--- src/rtl/mem_wb_pipe.sv ---
// ---------------------------------------------------------------------------
// mem_wb_pipe
//
// MEM/WB pipeline stage for the RISC-V core. It sits between the data-memory
// stage and the register-file write port. Entries move through it under a
// valid/ready handshake. A two-entry arrangement (head plus skid) lets
// write-back stall without dropping or duplicating instructions.
//
// Parameters
//   XLEN       data path width (read_data, alu_result, wb_data)
//   REG_W      register address width
//   CTRL_W     WB control width; [CTRL_W-1] = regwrite, [0] = memtoreg
//   CNT_W      retire counter width
//   ZERO_GUARD when 1, a write to register 0 never asserts regwrite
//
// Ports
//   clock, reset             rising-edge clock, synchronous active-high reset
//   flush                    discard every held entry
//   in_valid / in_ready      upstream handshake from the MEM stage
//   control_wb_in, read_data_in, alu_result_in, write_reg_in
//                            fields of the incoming entry
//   out_valid / out_ready    downstream handshake to write-back
//   regwrite                 register write enable, gated by valid and reg 0
//   memtoreg                 memtoreg bit of the head entry
//   read_data, mem_alu_result, mem_write_reg
//                            fields of the head entry
//   wb_data                  pre-muxed write-back value
//   retire_count             number of consumed entries, wraps around
// ---------------------------------------------------------------------------
module mem_wb_pipe #(
    parameter int XLEN       = 32,
    parameter int REG_W      = 5,
    parameter int CTRL_W     = 2,
    parameter int CNT_W      = 16,
    parameter int ZERO_GUARD = 1
) (
    input  logic              clock,
    input  logic              reset,
    input  logic              flush,
    input  logic              in_valid,
    output logic              in_ready,
    input  logic [CTRL_W-1:0] control_wb_in,
    input  logic [XLEN-1:0]   read_data_in,
    input  logic [XLEN-1:0]   alu_result_in,
    input  logic [REG_W-1:0]  write_reg_in,
    output logic              out_valid,
    input  logic              out_ready,
    output logic              regwrite,
    output logic              memtoreg,
    output logic [XLEN-1:0]   read_data,
    output logic [XLEN-1:0]   mem_alu_result,
    output logic [REG_W-1:0]  mem_write_reg,
    output logic [XLEN-1:0]   wb_data,
    output logic [CNT_W-1:0]  retire_count
);

    // EMPTY: nothing held; ONE: head valid; FULL: head and skid valid.
    typedef enum logic [1:0] {
        EMPTY = 2'd0,
        ONE   = 2'd1,
        FULL  = 2'd2
    } state_t;

    state_t state;
    state_t next_state;

    logic [CTRL_W-1:0] head_ctrl;
    logic [XLEN-1:0]   head_read;
    logic [XLEN-1:0]   head_alu;
    logic [REG_W-1:0]  head_reg;

    logic [CTRL_W-1:0] skid_ctrl;
    logic [XLEN-1:0]   skid_read;
    logic [XLEN-1:0]   skid_alu;
    logic [REG_W-1:0]  skid_reg;

    logic accept;
    logic consume;
    logic load_head_in;
    logic load_head_skid;
    logic load_skid;
    logic clear_skid;

    // in_ready depends only on state (and reset), never on out_ready, so
    // the upstream stage sees no combinational path from write-back.
    assign in_ready  = !reset && (state != FULL);
    assign out_valid = (state != EMPTY);
    assign accept    = in_valid && in_ready;
    assign consume   = out_valid && out_ready;

    // State register.
    always_ff @(posedge clock) begin
        if (reset) begin
            state <= EMPTY;
        end else begin
            state <= next_state;
        end
    end

    // Next-state and datapath steering. Flush wins over any accept that
    // happens in the same cycle, so a flushed entry never lands.
    always_comb begin
        next_state     = state;
        load_head_in   = 1'b0;
        load_head_skid = 1'b0;
        load_skid      = 1'b0;
        clear_skid     = 1'b0;

        if (flush) begin
            next_state = EMPTY;
            clear_skid = 1'b1;
        end else begin
            case (state)
                EMPTY: begin
                    if (accept) begin
                        load_head_in = 1'b1;
                        next_state   = ONE;
                    end
                end
                ONE: begin
                    if (accept && consume) begin
                        load_head_in = 1'b1;
                        next_state   = ONE;
                    end else if (accept) begin
                        load_skid  = 1'b1;
                        next_state = FULL;
                    end else if (consume) begin
                        next_state = EMPTY;
                    end
                end
                FULL: begin
                    if (consume) begin
                        load_head_skid = 1'b1;
                        next_state     = ONE;
                    end
                end
                default: begin
                    next_state = EMPTY;
                end
            endcase
        end
    end

    // Head and skid storage. Head fields keep their last values when the
    // stage drains, so they only change on an explicit load.
    always_ff @(posedge clock) begin
        if (reset) begin
            head_ctrl <= '0;
            head_read <= '0;
            head_alu  <= '0;
            head_reg  <= '0;
            skid_ctrl <= '0;
            skid_read <= '0;
            skid_alu  <= '0;
            skid_reg  <= '0;
        end else begin
            if (load_head_in) begin
                head_ctrl <= control_wb_in;
                head_read <= read_data_in;
                head_alu  <= alu_result_in;
                head_reg  <= write_reg_in;
            end else if (load_head_skid) begin
                head_ctrl <= skid_ctrl;
                head_read <= skid_read;
                head_alu  <= skid_alu;
                head_reg  <= skid_reg;
            end

            if (load_skid) begin
                skid_ctrl <= control_wb_in;
                skid_read <= read_data_in;
                skid_alu  <= alu_result_in;
                skid_reg  <= write_reg_in;
            end else if (clear_skid) begin
                skid_ctrl <= '0;
                skid_read <= '0;
                skid_alu  <= '0;
                skid_reg  <= '0;
            end
        end
    end

    // Retire counter. A consume that coincides with a flush still retires
    // the instruction, so it counts here even though the stage drops it.
    always_ff @(posedge clock) begin
        if (reset) begin
            retire_count <= '0;
        end else if (consume) begin
            retire_count <= retire_count + {{(CNT_W-1){1'b0}}, 1'b1};
        end
    end

    // A bubble never writes. With the zero guard on, writes to x0 are
    // suppressed too, so the register file needs no x0 special case.
    always_comb begin
        regwrite = out_valid && head_ctrl[CTRL_W-1];
        if ((ZERO_GUARD != 0) && (head_reg == '0)) begin
            regwrite = 1'b0;
        end
    end

    assign memtoreg       = head_ctrl[0];
    assign read_data      = head_read;
    assign mem_alu_result = head_alu;
    assign mem_write_reg  = head_reg;
    assign wb_data        = head_ctrl[0] ? head_read : head_alu;

endmodule

--- config.mk ---
export PLATFORM = sky130hd
export DESIGN_NAME = mem_wb_pipe
export DESIGN_NICKNAME = d
export VERILOG_FILES = /design/src/rtl/mem_wb_pipe.sv
export SDC_FILE = /design/constraint.sdc
export NUM_CORES = 1
export LEC_CHECK = 0
export CORE_MARGIN = 8
export CORE_UTILIZATION = 48
export CTS_BUF_LIST = sky130_fd_sc_hd__clkbuf_16
export DETAILED_ROUTE_END_ITERATION = 6
export GPL_TIMING_DRIVEN = 0
export MAX_ROUTING_LAYER = met4
export PLACE_DENSITY = 0.8
export SLEW_MARGIN = 0
export SYNTH_ARGS = -nofsm -noshare
export SYNTH_HDL_FRONTEND = slang
export SYNTH_SLANG_ARGS = --single-unit
--- constraint.sdc ---
create_clock -name clock -period 1.7 [get_ports clock]
set_clock_uncertainty 0.1 [all_clocks]
set_input_delay 0.17 -clock clock [delete_from_list [all_inputs] [get_ports clock]]
set_output_delay 0.17 -clock clock [all_outputs]
set_load 0.02 [all_outputs]
==> run_results.csv, run 1 <==
group,metric,value,unit
run_status,outcome,"finished, violations left",
run_status,violations_in_the_final_reports,"setup timing",
clock_tree,cts.sink_count,160,
clock_tree,cts-root-buf,"sky130_fd_sc_hd__clkbuf_16",
routing,drt_iter0_markers,400,
grt,number_of_global_route_vias_before_repair,6454,
worst_setup_path,setup.worst_path.start,"mem_write_reg[4]",
worst_setup_path,critPathArrivalTime,1.61,ns
placement,placement.setup.worst_slack,-0.823,ns
clock_tree,clock_latency,0.43,ns
cells_and_area,synthToLayoutAreaGrowth,52.9,%
sta,hold-worst-slack,0.0931,ns
synth,dominantRegCellSynth,"sky130_fd_sc_hd__dfxtp_1",
routing,firstDrtPassIters,5,
placement,dp.final_hpwl,15300,um
worst_setup_path,cp-end-kind,"output pin",
run,maxCapViolCount,0,
sta,setup_viol,94,
sta,timing.max_slew.rel_slack,53.7,%
worst_setup_path,critPathKind,"reg -> out",
die,die_height,136,um
cells_and_area,post_route_cells_drive_above_1_share,22.4,%
grt,gr-total-overflow,0,
cells_and_area,layout.cell_area.non_filler,10600,um2
sta,timing_max_transition_violations_final,0,
power,p_per_area,842,nW/um2
hold_path,min-delay-path-class,"in -> reg",
synth,synth_top_cells_by_area,"sky130_fd_sc_hd__dfxtp_1, sky130_fd_sc_hd__mux2i_1, sky130_fd_sc_hd__nand2_1",
placement,gp_congestion,0.795,
power,max-vdd-ir-drop,718,uV
worst_setup_path,regToRegStartpoint,"state[1]",
placement,postPlaceCellArea,9100,um2
grt,globalRouteTotalUtil,24.8,%
routing,postRouteWirelength,23400,um
synth,seq_area_frac_synth,46.3,%
die,die-width,136,um
worst_setup_path,crit_fanout,2,
die,core_area,14300,um2
worst_setup_path,timing.critical_path.from_type,"register",
die,design.portCount,197,
die,fp.dieArea,18500,um2
die,initial_utilization,48.4,%
placement,count_of_input_and_output_buffers,194,
routing,post_drt_wl_per_cell,19.6,um
synth,fraction_of_synthesis_flops_using_an_asynchronous_set_or_reset_pin,0,%
sta,final_period_minus_worst_setup_slack,1.88,ns
synth,yosysUniqueCellTypes,39,
routing,detail_route.drc_violations,0,
sta,grt_setup_unrepaired,"yes",
grt,first_pass_grt_wire_length,34700,um
synth,synth_top_area_cell,"sky130_fd_sc_hd__dfxtp_1",
clock_tree,tritoncts,"done",
worst_setup_path,critical_path_cell_sequence,"or3_1, o311a_1, buf_6",
sta,finalHoldViolations,0,
routing,vias,6574,
routing,postRouteAntennaNets,0,
synth,syn_area,6920,um2
synth,synthCells,764,
worst_setup_path,crit_path_top_delay_cell,"sky130_fd_sc_hd__or3_1",
cells_and_area,final_core_util,74.0,%
grt,number_of_antenna_violations_at_the_first_check_in_global_routing,0,
synth,synth.ff_latch_count,160,
clock_tree,clkSlewWorstSetupHoldPaths,0.06,ns
clock_tree,cts_max_path_buffers,2,
synth,syn_avg_cell_area,9.06,um2
clock_tree,clock_buffers_created_by_tritoncts,17,
synth,synth.top_cell.area_share,46.3,%
hold_path,hold_start,"out_ready",
synth,yosysWarningCount,0,
clock_tree,clock_tree.htree_level_count,4,
worst_setup_path,slowest_delay,0.38,ns
cells_and_area,number_of_antenna_repair_diodes,0,
sta,finalCritPeriodShare,110,%
worst_setup_path,timing.critical_path.required,1.43,ns
sta,final_critical_path_setup_slack,-0.176,ns
power,power.static_leakage,4.39,nW
sta,achievable-frequency,533,MHz
power,totalPowerFinal,8.92,mW
sta,max_slew.worst_pin.slew,0.694,ns
routing,detail_route.vias_per_cell,5.49,
synth,synth_enable_flop_cells,0,
synth,synth.net_count,841,
die,fp-row-count,44,
cells_and_area,fin_nets,1078,
grt,grt_start_max_net_pins,17,
## area by class of cell
class | instances | area [um2]
plain buffers | 62 | 584
clock buffers | 17 | 425
multi-input cells | 541 | 3620
well taps | 184 | 230
clock inverters | 14 | 149
inverters | 1 | 3.75
fillers | 983 | 3730
flip-flops and latches | 160 | 3220
repair buffers | 218 | 2350
## where the power goes
group,switching (mW),internal [mW]
logic,0.589,0.578
registers,0.0863,3.85
clock network,1.54,2.27
total,2.22,6.70
## layer usage
| metal | GRT usage, % | vias up | wire length, um |
|---|---|---|---|
| li1 | - | 3128 | - |
| met1 | 29.3 | 3140 | 9790 |
| met2 | 40.4 | 261 | 11500 |
| met3 | 5.06 | 45 | 1500 |
| met4 | 10.4 | 0 | 646 |
| met5 | - | - | 0 |
## cells by family (layout without fill, tap and decap cells)
logic type | after synthesis | in the layout | share of synthesized area, %
AO/OA/AOI/OAI | 156 | 156 | 14.2
XOR/XNOR | 12 | 12 | 1.52
AND/OR/NAND/NOR | 267 | 268 | 16.3
buffers and inverters | 64 | 312 | 5.93
flip-flops | 160 | 160 | 46.3
adder cells (fa/ha/maj) | 1 | 1 | 0.181
multiplexers | 104 | 104 | 15.6
## per-stage QoR
step | setup TNS (ns) | cells
floorplan | -0.0377 | 764
global placement | -62.31 | 1142
detailed placement | -69.35 | 1142
CTS | -5.33 | 1188
global route | -10.96 | 1197
finish | -5.99 | 1197
## cell usage after synthesis, types with 2 or more instances
| cell type | instances |
|---|---|
| sky130_fd_sc_hd__or3_2 | 2 |
| sky130_fd_sc_hd__clkbuf_1 | 31 |
| sky130_fd_sc_hd__nor2_1 | 86 |
| sky130_fd_sc_hd__nand2_1 | 149 |
| sky130_fd_sc_hd__nand3_1 | 4 |
| sky130_fd_sc_hd__buf_12 | 8 |
| sky130_fd_sc_hd__buf_1 | 2 |
| sky130_fd_sc_hd__a211oi_1 | 71 |
| sky130_fd_sc_hd__buf_4 | 5 |
| sky130_fd_sc_hd__or3_1 | 2 |
| sky130_fd_sc_hd__nor4_1 | 2 |
| sky130_fd_sc_hd__nor3_1 | 4 |
| sky130_fd_sc_hd__nand4_1 | 4 |
| sky130_fd_sc_hd__xor2_1 | 7 |
| sky130_fd_sc_hd__nand2b_1 | 2 |
| sky130_fd_sc_hd__or2_1 | 2 |
| sky130_fd_sc_hd__and4_4 | 2 |
| sky130_fd_sc_hd__mux2_2 | 32 |
| sky130_fd_sc_hd__dfxtp_1 | 160 |
| sky130_fd_sc_hd__mux2i_1 | 72 |
| sky130_fd_sc_hd__xnor2_1 | 5 |
| sky130_fd_sc_hd__buf_2 | 17 |
| sky130_fd_sc_hd__o21ai_0 | 3 |
| sky130_fd_sc_hd__a21oi_1 | 77 |
## worst paths after layout
kind | to | slack [ns] | cells after the start
max reg2reg | read_data[29] | -0.11 | 7
min reg2reg | skid_read[27] | 0.36 | 2
min | retire_count[2] | 0.09 | 4
max | regwrite | -0.18 | 3
## layout by cell type (no fill, tap or decap), drive strengths merged, types with 2 or more instances in the layout
cell type        n
inv              3
nand2b           2
dfxtp          160
bufinv           3
nor4             2
dlymetal6s2s    30
dlygate4sd2     44
clkinvlp         2
xor2             7
o21ai            4
mux2            32
buf             79
xnor2            5
clkinv           7
nor3             5
and4             2
nor2b            2
clkbuf          58
a21oi           77
or3              5
a211oi          71
mux2i           72
or2              3
nand3            4
nor2            86
nand4            5
clkdlybuf4s50   85
nand2          149
## repair_timing
| action | CTS | global route |
|---|---|---|
| cloned | 8 | 6 |
| pin swaps | 31 | 39 |
| endpoints found under the hold margin | 1 | 0 |
| endpoints found under the setup margin | 221 | 207 |
| hold buffers | 1 | 0 |
| setup buffers | 6 | 6 |
| resized for setup | 304 | 116 |
## critical path, delay by kind of cell (launching register included)
family | cells | cell delay, ns
buf+inv | 1 | 0.14
compound gates | 1 | 0.34
flops | 1 | 0.32
simple gates | 1 | 0.38
Power figures use the tool's default switching activity.
==> inputs of run 2 (changes only) <==
--- a/config.mk
+++ b/config.mk
@@ -8,7 +8,9 @@
 export CORE_MARGIN = 8
 export CORE_UTILIZATION = 48
 export CTS_BUF_LIST = sky130_fd_sc_hd__clkbuf_16
+export CTS_CLUSTER_SIZE = 20
 export DETAILED_ROUTE_END_ITERATION = 6
+export GPL_ROUTABILITY_DRIVEN = 0
 export GPL_TIMING_DRIVEN = 0
 export MAX_ROUTING_LAYER = met4
 export PLACE_DENSITY = 0.8
==> results of run 2 <==
Final layout, timing and power as in run 1 (identical DEF).
==> inputs of run 3 (changes only) <==
--- a/config.mk
+++ b/config.mk
@@ -6,14 +6,14 @@
 export NUM_CORES = 1
 export LEC_CHECK = 0
 export CORE_MARGIN = 8
-export CORE_UTILIZATION = 48
+export CORE_UTILIZATION = 43
 export CTS_BUF_LIST = sky130_fd_sc_hd__clkbuf_16
 export CTS_CLUSTER_SIZE = 20
 export DETAILED_ROUTE_END_ITERATION = 6
 export GPL_ROUTABILITY_DRIVEN = 0
 export GPL_TIMING_DRIVEN = 0
 export MAX_ROUTING_LAYER = met4
-export PLACE_DENSITY = 0.8
+export PLACE_DENSITY = 0.76
 export SLEW_MARGIN = 0
 export SYNTH_ARGS = -nofsm -noshare
 export SYNTH_HDL_FRONTEND = slang
==> constraint.sdc (replaced) <==
create_clock -name clock -period 1.6 [get_ports clock]
set_clock_uncertainty 0.1 [all_clocks]
set_input_delay 0.16 -clock clock [delete_from_list [all_inputs] [get_ports clock]]
set_output_delay 0.16 -clock clock [all_outputs]
set_load 0.02 [all_outputs]
==> run 3 against run 2 <==
  * The flow still finishes with violations (setup timing)
  * Cell area is 13% higher
  * Flip-flop and latch count is the same
  * Via count rose by 8.0%
  * Largest cell class unchanged
  * Register-to-register slack worse by 0.04 ns
  * Largest power group unchanged
  * Global-route usage increased by 0.94 points
  * Count of clock-buffer cells in the layout is the same
  * Wire length grew 23%
  * Die area up 10%
  * Clock power is 8.4% higher
  * Sequential share of layout area down 3.3 points
  * First-iteration DRC count is 1.8% higher
==> run_results.csv, run 3 (same netlist as run 1, synthesis figures left out) <==
group,metric,value,unit
power,power.static_leakage,4.49,nW
clock_tree,clock_buffers_created_by_tritoncts,17,
worst_setup_path,slowest_delay,0.39,ns
clock_tree,cts.sink_count,160,
worst_setup_path,crit_fanout,2,
sta,setup_viol,172,
die,initial_utilization,43.7,%
routing,post_drt_wl_per_cell,23.0,um
grt,grt_start_max_net_pins,17,
clock_tree,cts-root-buf,"sky130_fd_sc_hd__clkbuf_16",
worst_setup_path,worst_path_dominant_cell_family,"simple AND/OR/NAND/NOR gates",
sta,finalCritPeriodShare,119,%
cells_and_area,layout_commonest_cell,"sky130_fd_sc_hd__dfxtp_1",
worst_setup_path,critical_path_cell_sequence,"or3_1, o311a_1, buf_6",
sta,max_slew.worst_pin.slew,0.764,ns
grt,globalRouteTotalUtil,25.7,%
sta,timing_max_transition_violations_final,0,
grt,number_of_global_route_vias_before_repair,6963,
sta,setup_total_negative_slack,-20.46,ns
placement,count_of_input_and_output_buffers,194,
die,fp-row-count,46,
routing,postRouteWirelength,28800,um
sta,grt_setup_unrepaired,"yes",
power,max-vdd-ir-drop,802,uV
die,design.portCount,197,
worst_setup_path,critPathKind,"reg -> out",
run,maxCapViolCount,0,
routing,vias,7099,
die,core_area,15800,um2
sta,final_critical_path_setup_slack,-0.298,ns
routing,firstDrtPassIters,5,
sta,hold-worst-slack,0.0637,ns
clock_tree,cts_max_path_buffers,2,
routing,drt_iter0_markers,407,
placement,dp.final_hpwl,15900,um
grt,gr-total-overflow,0,
sta,final_period_minus_worst_setup_slack,1.90,ns
grt,number_of_antenna_violations_at_the_first_check_in_global_routing,1,
cells_and_area,layout.cells.most_common_list,"sky130_fd_sc_hd__dfxtp_1, sky130_fd_sc_hd__dlygate4sd2_1, sky130_fd_sc_hd__nor2_1",
sta,timing.max_slew.rel_slack,49.0,%
die,die_height,143,um
cells_and_area,final_core_util,75.9,%
grt,first_pass_grt_wire_length,39100,um
sta,finalHoldViolations,0,
clock_tree,clock_latency,0.43,ns
power,power.share.switching,26.0,%
clock_tree,clock_tree.htree_level_count,4,
routing,postRouteAntennaNets,0,
worst_setup_path,cp-end-kind,"output pin",
run_status,outcome,"finished, violations left",
power,intPower,7.19,mW
worst_setup_path,critPathArrivalTime,1.64,ns
power,p_seq_share,43.0,%
power,net-switching-power,2.52,mW
clock_tree,tritoncts,"done",
sta,achievable-frequency,527,MHz
cells_and_area,post_route_cells_drive_above_1_share,40.7,%
power,power.combinational.fraction,14.3,%
worst_setup_path,critical_path_buf_inv_count,1,
routing,detail_route.drc_violations,0,
worst_setup_path,crit_path_top_delay_cell,"sky130_fd_sc_hd__or3_1",
cells_and_area,synthToLayoutAreaGrowth,73.6,%
die,fp.dieArea,20400,um2
run_status,violations_in_the_final_reports,"setup timing",
worst_setup_path,timing.critical_path.required,1.34,ns
routing,detail_route.vias_per_cell,5.67,
worst_setup_path,timing.critical_path.from_type,"register",
clock_tree,clkSlewWorstSetupHoldPaths,0.06,ns
die,die-width,143,um
power,power_frac_clock,42.7,%
power,p_per_area,808,nW/um2
cells_and_area,fin_nets,1100,
hold_path,min-delay-path-class,"in -> reg",
-- run 3: power groups by stage --
stage	registers [mW]	clock network [mW]	logic (mW)
detailed placement	4.26	0	1.13
CTS	4.16	4.15	1.21
floorplan	4.35	0	0.408
global placement	4.26	0	1.12
global route	4.19	4.33	1.45
finish	4.18	4.14	1.39
-- run 3: what timing repair did --
| action | in CTS | in global routing |
|---|---|---|
| resized for setup | 494 | 274 |
| setup endpoints to repair | 265 | 181 |
| gates cloned | 17 | 3 |
| hold buffers | 1 | 0 |
| pin swaps | 167 | 78 |
| buffers inserted | 24 | 13 |
| hold endpoints to repair | 1 | 0 |
-- run 3: worst min-delay path, stage by stage --
cell                      delay, ns
sky130_fd_sc_hd__buf_4         0.16
sky130_fd_sc_hd__nand3_1       0.10
sky130_fd_sc_hd__xor2_1        0.06
sky130_fd_sc_hd__nor2_1        0.08
-- run 3: worst paths after layout --
check                                       from              end  slack [ns]  depth (start not counted)
worst max register to register          state[1]    skid_read[29]       -0.15                          7
worst max-delay path            mem_write_reg[4]         regwrite       -0.30                          3
worst min register to register       skid_reg[2]      skid_reg[2]        0.38                          2
worst min-delay path                   out_ready  retire_count[2]        0.06                          4
-- run 3: through the flow --
| stage | area [um2] | power [mW] | setup WS [ns] | instances |
|---|---|---|---|---|
| floorplan | 6940 | 4.76 | -0.0919 | 764 |
| global placement | 9150 | 5.38 | -0.928 | 1174 |
| detailed placement | 9150 | 5.39 | -0.946 | 1174 |
| CTS | 11000 | 9.52 | -0.274 | 1246 |
| global route | 12000 | 9.96 | -0.300 | 1253 |
| finish | 12000 | 9.71 | -0.298 | 1253 |
-- run 3: cell type report --
class | instances | area [um2]
multi-input combinational | 540 | 4610
fill | 1006 | 3810
sequential | 160 | 3250
timing repair buffer | 243 | 2620
buffer | 60 | 664
clock buffer | 17 | 425
tap | 216 | 270
clock inverter | 15 | 169
inverter | 1 | 3.75
antenna | 1 | 2.50
-- run 3: per-layer routing --
layer / share of wire [%] / wire [um] / vias up / global-route usage (%)
li1: - / - / 3167 / -
met1: 41 / 11700 / 3497 / 29.9
met2: 50 / 14300 / 355 / 42.5
met3: 6.3 / 1810 / 80 / 5.01
met4: 3.6 / 1050 / 0 / 11.2
met5: 0 / 0 / - / -
==> edit 1 (settings of run 3) <==
The 3 states of `state_t` get a one-hot encoding in 3 bits.
--- a/src/rtl/mem_wb_pipe.sv
+++ b/src/rtl/mem_wb_pipe.sv
@@ -57,6 +57,6 @@
     // EMPTY: nothing held; ONE: head valid; FULL: head and skid valid.
-    typedef enum logic [1:0] {
-        EMPTY = 2'd0,
-        ONE   = 2'd1,
-        FULL  = 2'd2
+    typedef enum logic [2:0] {
+        EMPTY = 3'b001,
+        ONE   = 3'b010,
+        FULL  = 3'b100
     } state_t;
Behaviour: no difference found for any inputs over 4 cycles, from zero or initial values and one cycle with reset high; so few cycles prove little.
==> edit 1 against run 3 <==
- the run still ends with setup timing left
- die area down 2.2%
- synthesized cell count up 2.6%
- wire length up 5.9%
- highest routed layer unchanged
- sequential power down 1%
- critical endpoint is now skid_reg[1]$_SDFFE_PP0P_
- setup slack better by 0.021 ns
- cell area up 4.6%
- synthesized area down 2.5%
- largest cell class unchanged
- sequential cell count up 1
- clock power up 6.0%
- power up 0.57%
==> edit 1: results (changes against run 3) <==
Non-CTS buffers=334 (+10%); post-synthesis cell type count=45 (+15%); Synth top cells by count=dfxtp_1, a21oi_1, nand2_1; Seq/Total Area, Yosys=0.477 (+0.0147); Seq/total area=0.260 (-0.0108); syn nets=861 (+2.4%); source of the critical timing path=state[2]$_SDFFE_PP0P_; first-pass GRT wire length=41.6 mm (+6.4%); nonclk inv count=3 (+2); Setup violations, final=182 (+5.8%); initial DRC count=616 (+51%); Worst Hold Depth=3 (-1); vias in the first global route=7581 (+8.9%); GRT Util Overall=0.276 (+0.0186); CLK BUF=18 (+1); largest cells by area after synthesis=dfxtp_1, a21oi_1, nand2_1; hold endpoint=state[1]$_SDFFE_PP0P_; NumNets Final=1144 (+4.0%); Placed Cells=1196 (+1.9%); combinational power share=0.127 (-0.016); mux contribution to synthesized area=0.0549 (-0.101); fraction of area in multi-input gates=0.350 (-0.0335); maximum vdd drop=0.758 mV (-5.6%); clock-cell share of area=0.0507 (+0.00119); buffers added on ports=196 (+1.0%); pin slew with the least headroom to its limit=0.964 ns (+0.200 ns); switching pwr=2380 µW (-5.6%); status=finished, violations left; Setup Crit Path Kind=reg2reg; non-clk buf share=0.317 (+0.0435); Synth Instances=784 (+2.6%); Post-Synth Adder-Cell Area=0.00185 (+0.0000459); post-synthesis compound-gate area fraction=0.206 (+0.0646); Final Hold Slack=0.230 ns (+0.166 ns); Post-Synth XOR/XNOR Area=0.0117 (-0.00351); DP Worst Slack=-0.959 ns (-0.0133 ns); Leakage=0.00540 µW (+20%); failing checks=setup timing; Clock Power=4390 µW (+6.0%); Worst Path Max Fanout=9 (+7); Final WS setup=-0.276 ns (+0.0211 ns); TNS Setup=-34.35 ns (-13.90 ns); layout cells sized above 1=0.419 (+0.0121); average vias per placed instance=6.00 (+5.8%); Slowest-stage cell, CP=or3b_4; CTS-repair resized insts=487 (-1.4%); vias=7777 (+9.6%); # fillers=812 (-19%); Clk pwr share=0.450 (+0.023); WP data arrival=2.05 ns (+0.41 ns); average wire per standard cell=23.5 µm (+2.3%); dpl cell area=0.00903 mm² (-1.3%); Worst R2R End=skid_reg[1]$_SDFFE_PP0P_
==> edit 1: changes by cell type in the layout (fill, tap and decap cells not counted), sizes merged, moves of 4 or more <==
| cell | run 3 | this run |
|---|---|---|
| a211oi | 71 | 0 |
| a21oi | 77 | 151 |
| a22oi | 0 | 71 |
| buf | 113 | 126 |
| clkbuf | 47 | 65 |
| dlygate4sd2 | 86 | 27 |
| dlymetal6s2s | 0 | 61 |
| mux2i | 72 | 1 |
| nand3 | 4 | 78 |
| nor2 | 86 | 12 |
| o31ai | 1 | 5 |
| or4 | 1 | 5 |
==> edit 1: layer usage <==
| metal | track usage | vias to the layer above | share of wire |
|---|---|---|---|
| met5 | - | - | 0 |
| li1 | - | 3373 | - |
| met1 | 0.318 | 3818 | 0.38 |
| met4 | 0.135 | 0 | 0.055 |
| met3 | 0.0679 | 136 | 0.077 |
| met2 | 0.445 | 450 | 0.48 |
==> edit 2 (flow settings as in run 3) <==
Without the edit above. The parameter `REG_W` goes from 5 to 6.
--- a/src/rtl/mem_wb_pipe.sv
+++ b/src/rtl/mem_wb_pipe.sv
@@ -31,3 +31,3 @@
     parameter int XLEN       = 32,
-    parameter int REG_W      = 5,
+    parameter int REG_W      = 6,
     parameter int CTRL_W     = 2,
Interface: changed (resized mem_write_reg and write_reg_in); port bits go from 197 to 199. The function was not compared with the original's and may differ.
==> edit 2 against run 3 <==
- the flow still finishes with violations (setup timing)
- synthesized area decreased by 0.61%
- sequential share of layout area decreased by 2.1 points
- core utilization increased by 7.2 points
- synthesized cell count increased by 0.92%
- final cell count increased by 2.7%
- maximum frequency decreased by 7.5%
- sequential cell count increased by 2
- wire length increased by 16%
- power increased by 5.7%
- die area decreased by 0.55%
- non-clock buffer count increased by 27
- highest routed layer unchanged
- critical path depth unchanged
- cell area increased by 9.0%
- largest power group is now the clock network
- setup slack got worse by 0.15 ns
==> edit 2: results (changes against run 3) <==
fraction of area in multi-input gates=0.375 (-0.00829); pin slew with the least headroom to its limit=0.928 ns (+0.163 ns); Post-Synth XOR/XNOR Area=0.0153 (+0.0000939); Slowest-stage cell, CP=or4_4; sequential share of power=0.413 (-0.017); Final WS setup=-0.451 ns (-0.153 ns); vias in the first global route=7250 (+4.1%); average wire per standard cell=25.9 µm (+13%); number of synthesized register bits=162 (+1.3%); buffers added on ports=197 (+1.5%); Clock Pin Slew Worst Setup and Hold Paths=~0.07 ns; Setup violations, final=182 (+5.8%); initial DRC count=530 (+30%); internal power=7530 µW (+4.7%); Seq/Total Area, Yosys=0.471 (+0.00868); Clock Path Buffers=2 (unchanged); DP Worst Slack=-1.30 ns (-0.349 ns); post-synthesis compound-gate area fraction=0.143 (+0.00142); # fillers=795 (-21%); WP data arrival=1.79 ns (+0.15 ns); Die Width=142 µm (-0.28%); fin cells=1287 (+2.7%); Synth top cells by count=dfxtp_1, nand2_1, nor2_1; post-synthesis cell type count=39 (unchanged); drt pass-1 iters=5 (unchanged); Final Hold Slack=0.101 ns (+0.0369 ns); flop-to-flop setup slack=-0.35 ns (-0.20 ns); GRT Util Overall=0.261 (+0.00363); Worst R2R End=read_data[30]$_SDFFE_PP0P_; Synth Instances=771 (+0.92%); dpl cell area=0.00914 mm² (-0.12%); status=finished, violations left; non-clk buf share=0.307 (+0.0334); clock-cell share of area=0.0469 (-0.00257); layout cells sized above 1=0.485 (+0.0777); Worst Path Max Fanout=2 (unchanged); failing checks=setup timing; maximum vdd drop=0.793 mV (-1.1%); Multi-input comb cells=545 (+0.93%); NumNets Final=1135 (+3.2%); combinational gate power=1610 µW (+16%); Placed Cells=1184 (+0.85%); Non-CTS buffers=330 (+8.9%); Hold Path Class=in2reg; reg2reg start=state[0]$_SDFFE_PP0P_; first-pass GRT wire length=39.8 mm (+1.8%); Post-Synth Adder-Cell Area=0.00182 (+0.0000112); multi-input combinational cell area=0.00491 mm² (+6.7%); source of the critical timing path=mem_write_reg[5]$_SDFFE_PP0P_; Final HPWL DP=15.9 mm (about the same); register area=0.00327 mm² (+0.73%); largest cells by area after synthesis=dfxtp_1, mux2i_1, nand2_1; syn nets=849 (+0.95%); CP peak stage delay=0.53 ns (+0.14 ns); mux contribution to synthesized area=0.159 (+0.00242); nonclk inv count=1 (unchanged)
-- edit 2: metrics by stage --
step | total power [µW] | setup TNS (ns)
6_report | 10300 | -43.07
5_1_grt | 10500 | -48.68
4_1_cts | 9800 | -25.73
3_5_place_dp | 5450 | -104.61
3_3_place_gp | 5440 | -100.97
2_1_floorplan | 4810 | -2.73
-- edit 2: metal layers --
| metal | share of wire | global-route usage |
|---|---|---|
| met1 | 0.38 | 0.297 |
| met5 | 0 | - |
| met3 | 0.070 | 0.0631 |
| met4 | 0.050 | 0.109 |
| met2 | 0.50 | 0.433 |
-- edit 2: timing repair --
action                                 in CTS  in global routing
setup endpoints to repair                 276                186
pin swaps                                 212                 86
endpoints found under the hold margin       1                  0
hold buffers                                1                  0
resized for setup                         577                371
setup buffers                              32                 18
cloned                                     20                 14
-- edit 2: kinds of logic after synthesis --
family	Yosys count
fa+ha+maj	1
compound gates	157
xor+xnor	12
flops	162
mux	105
simple gates	270
buf+inv	64
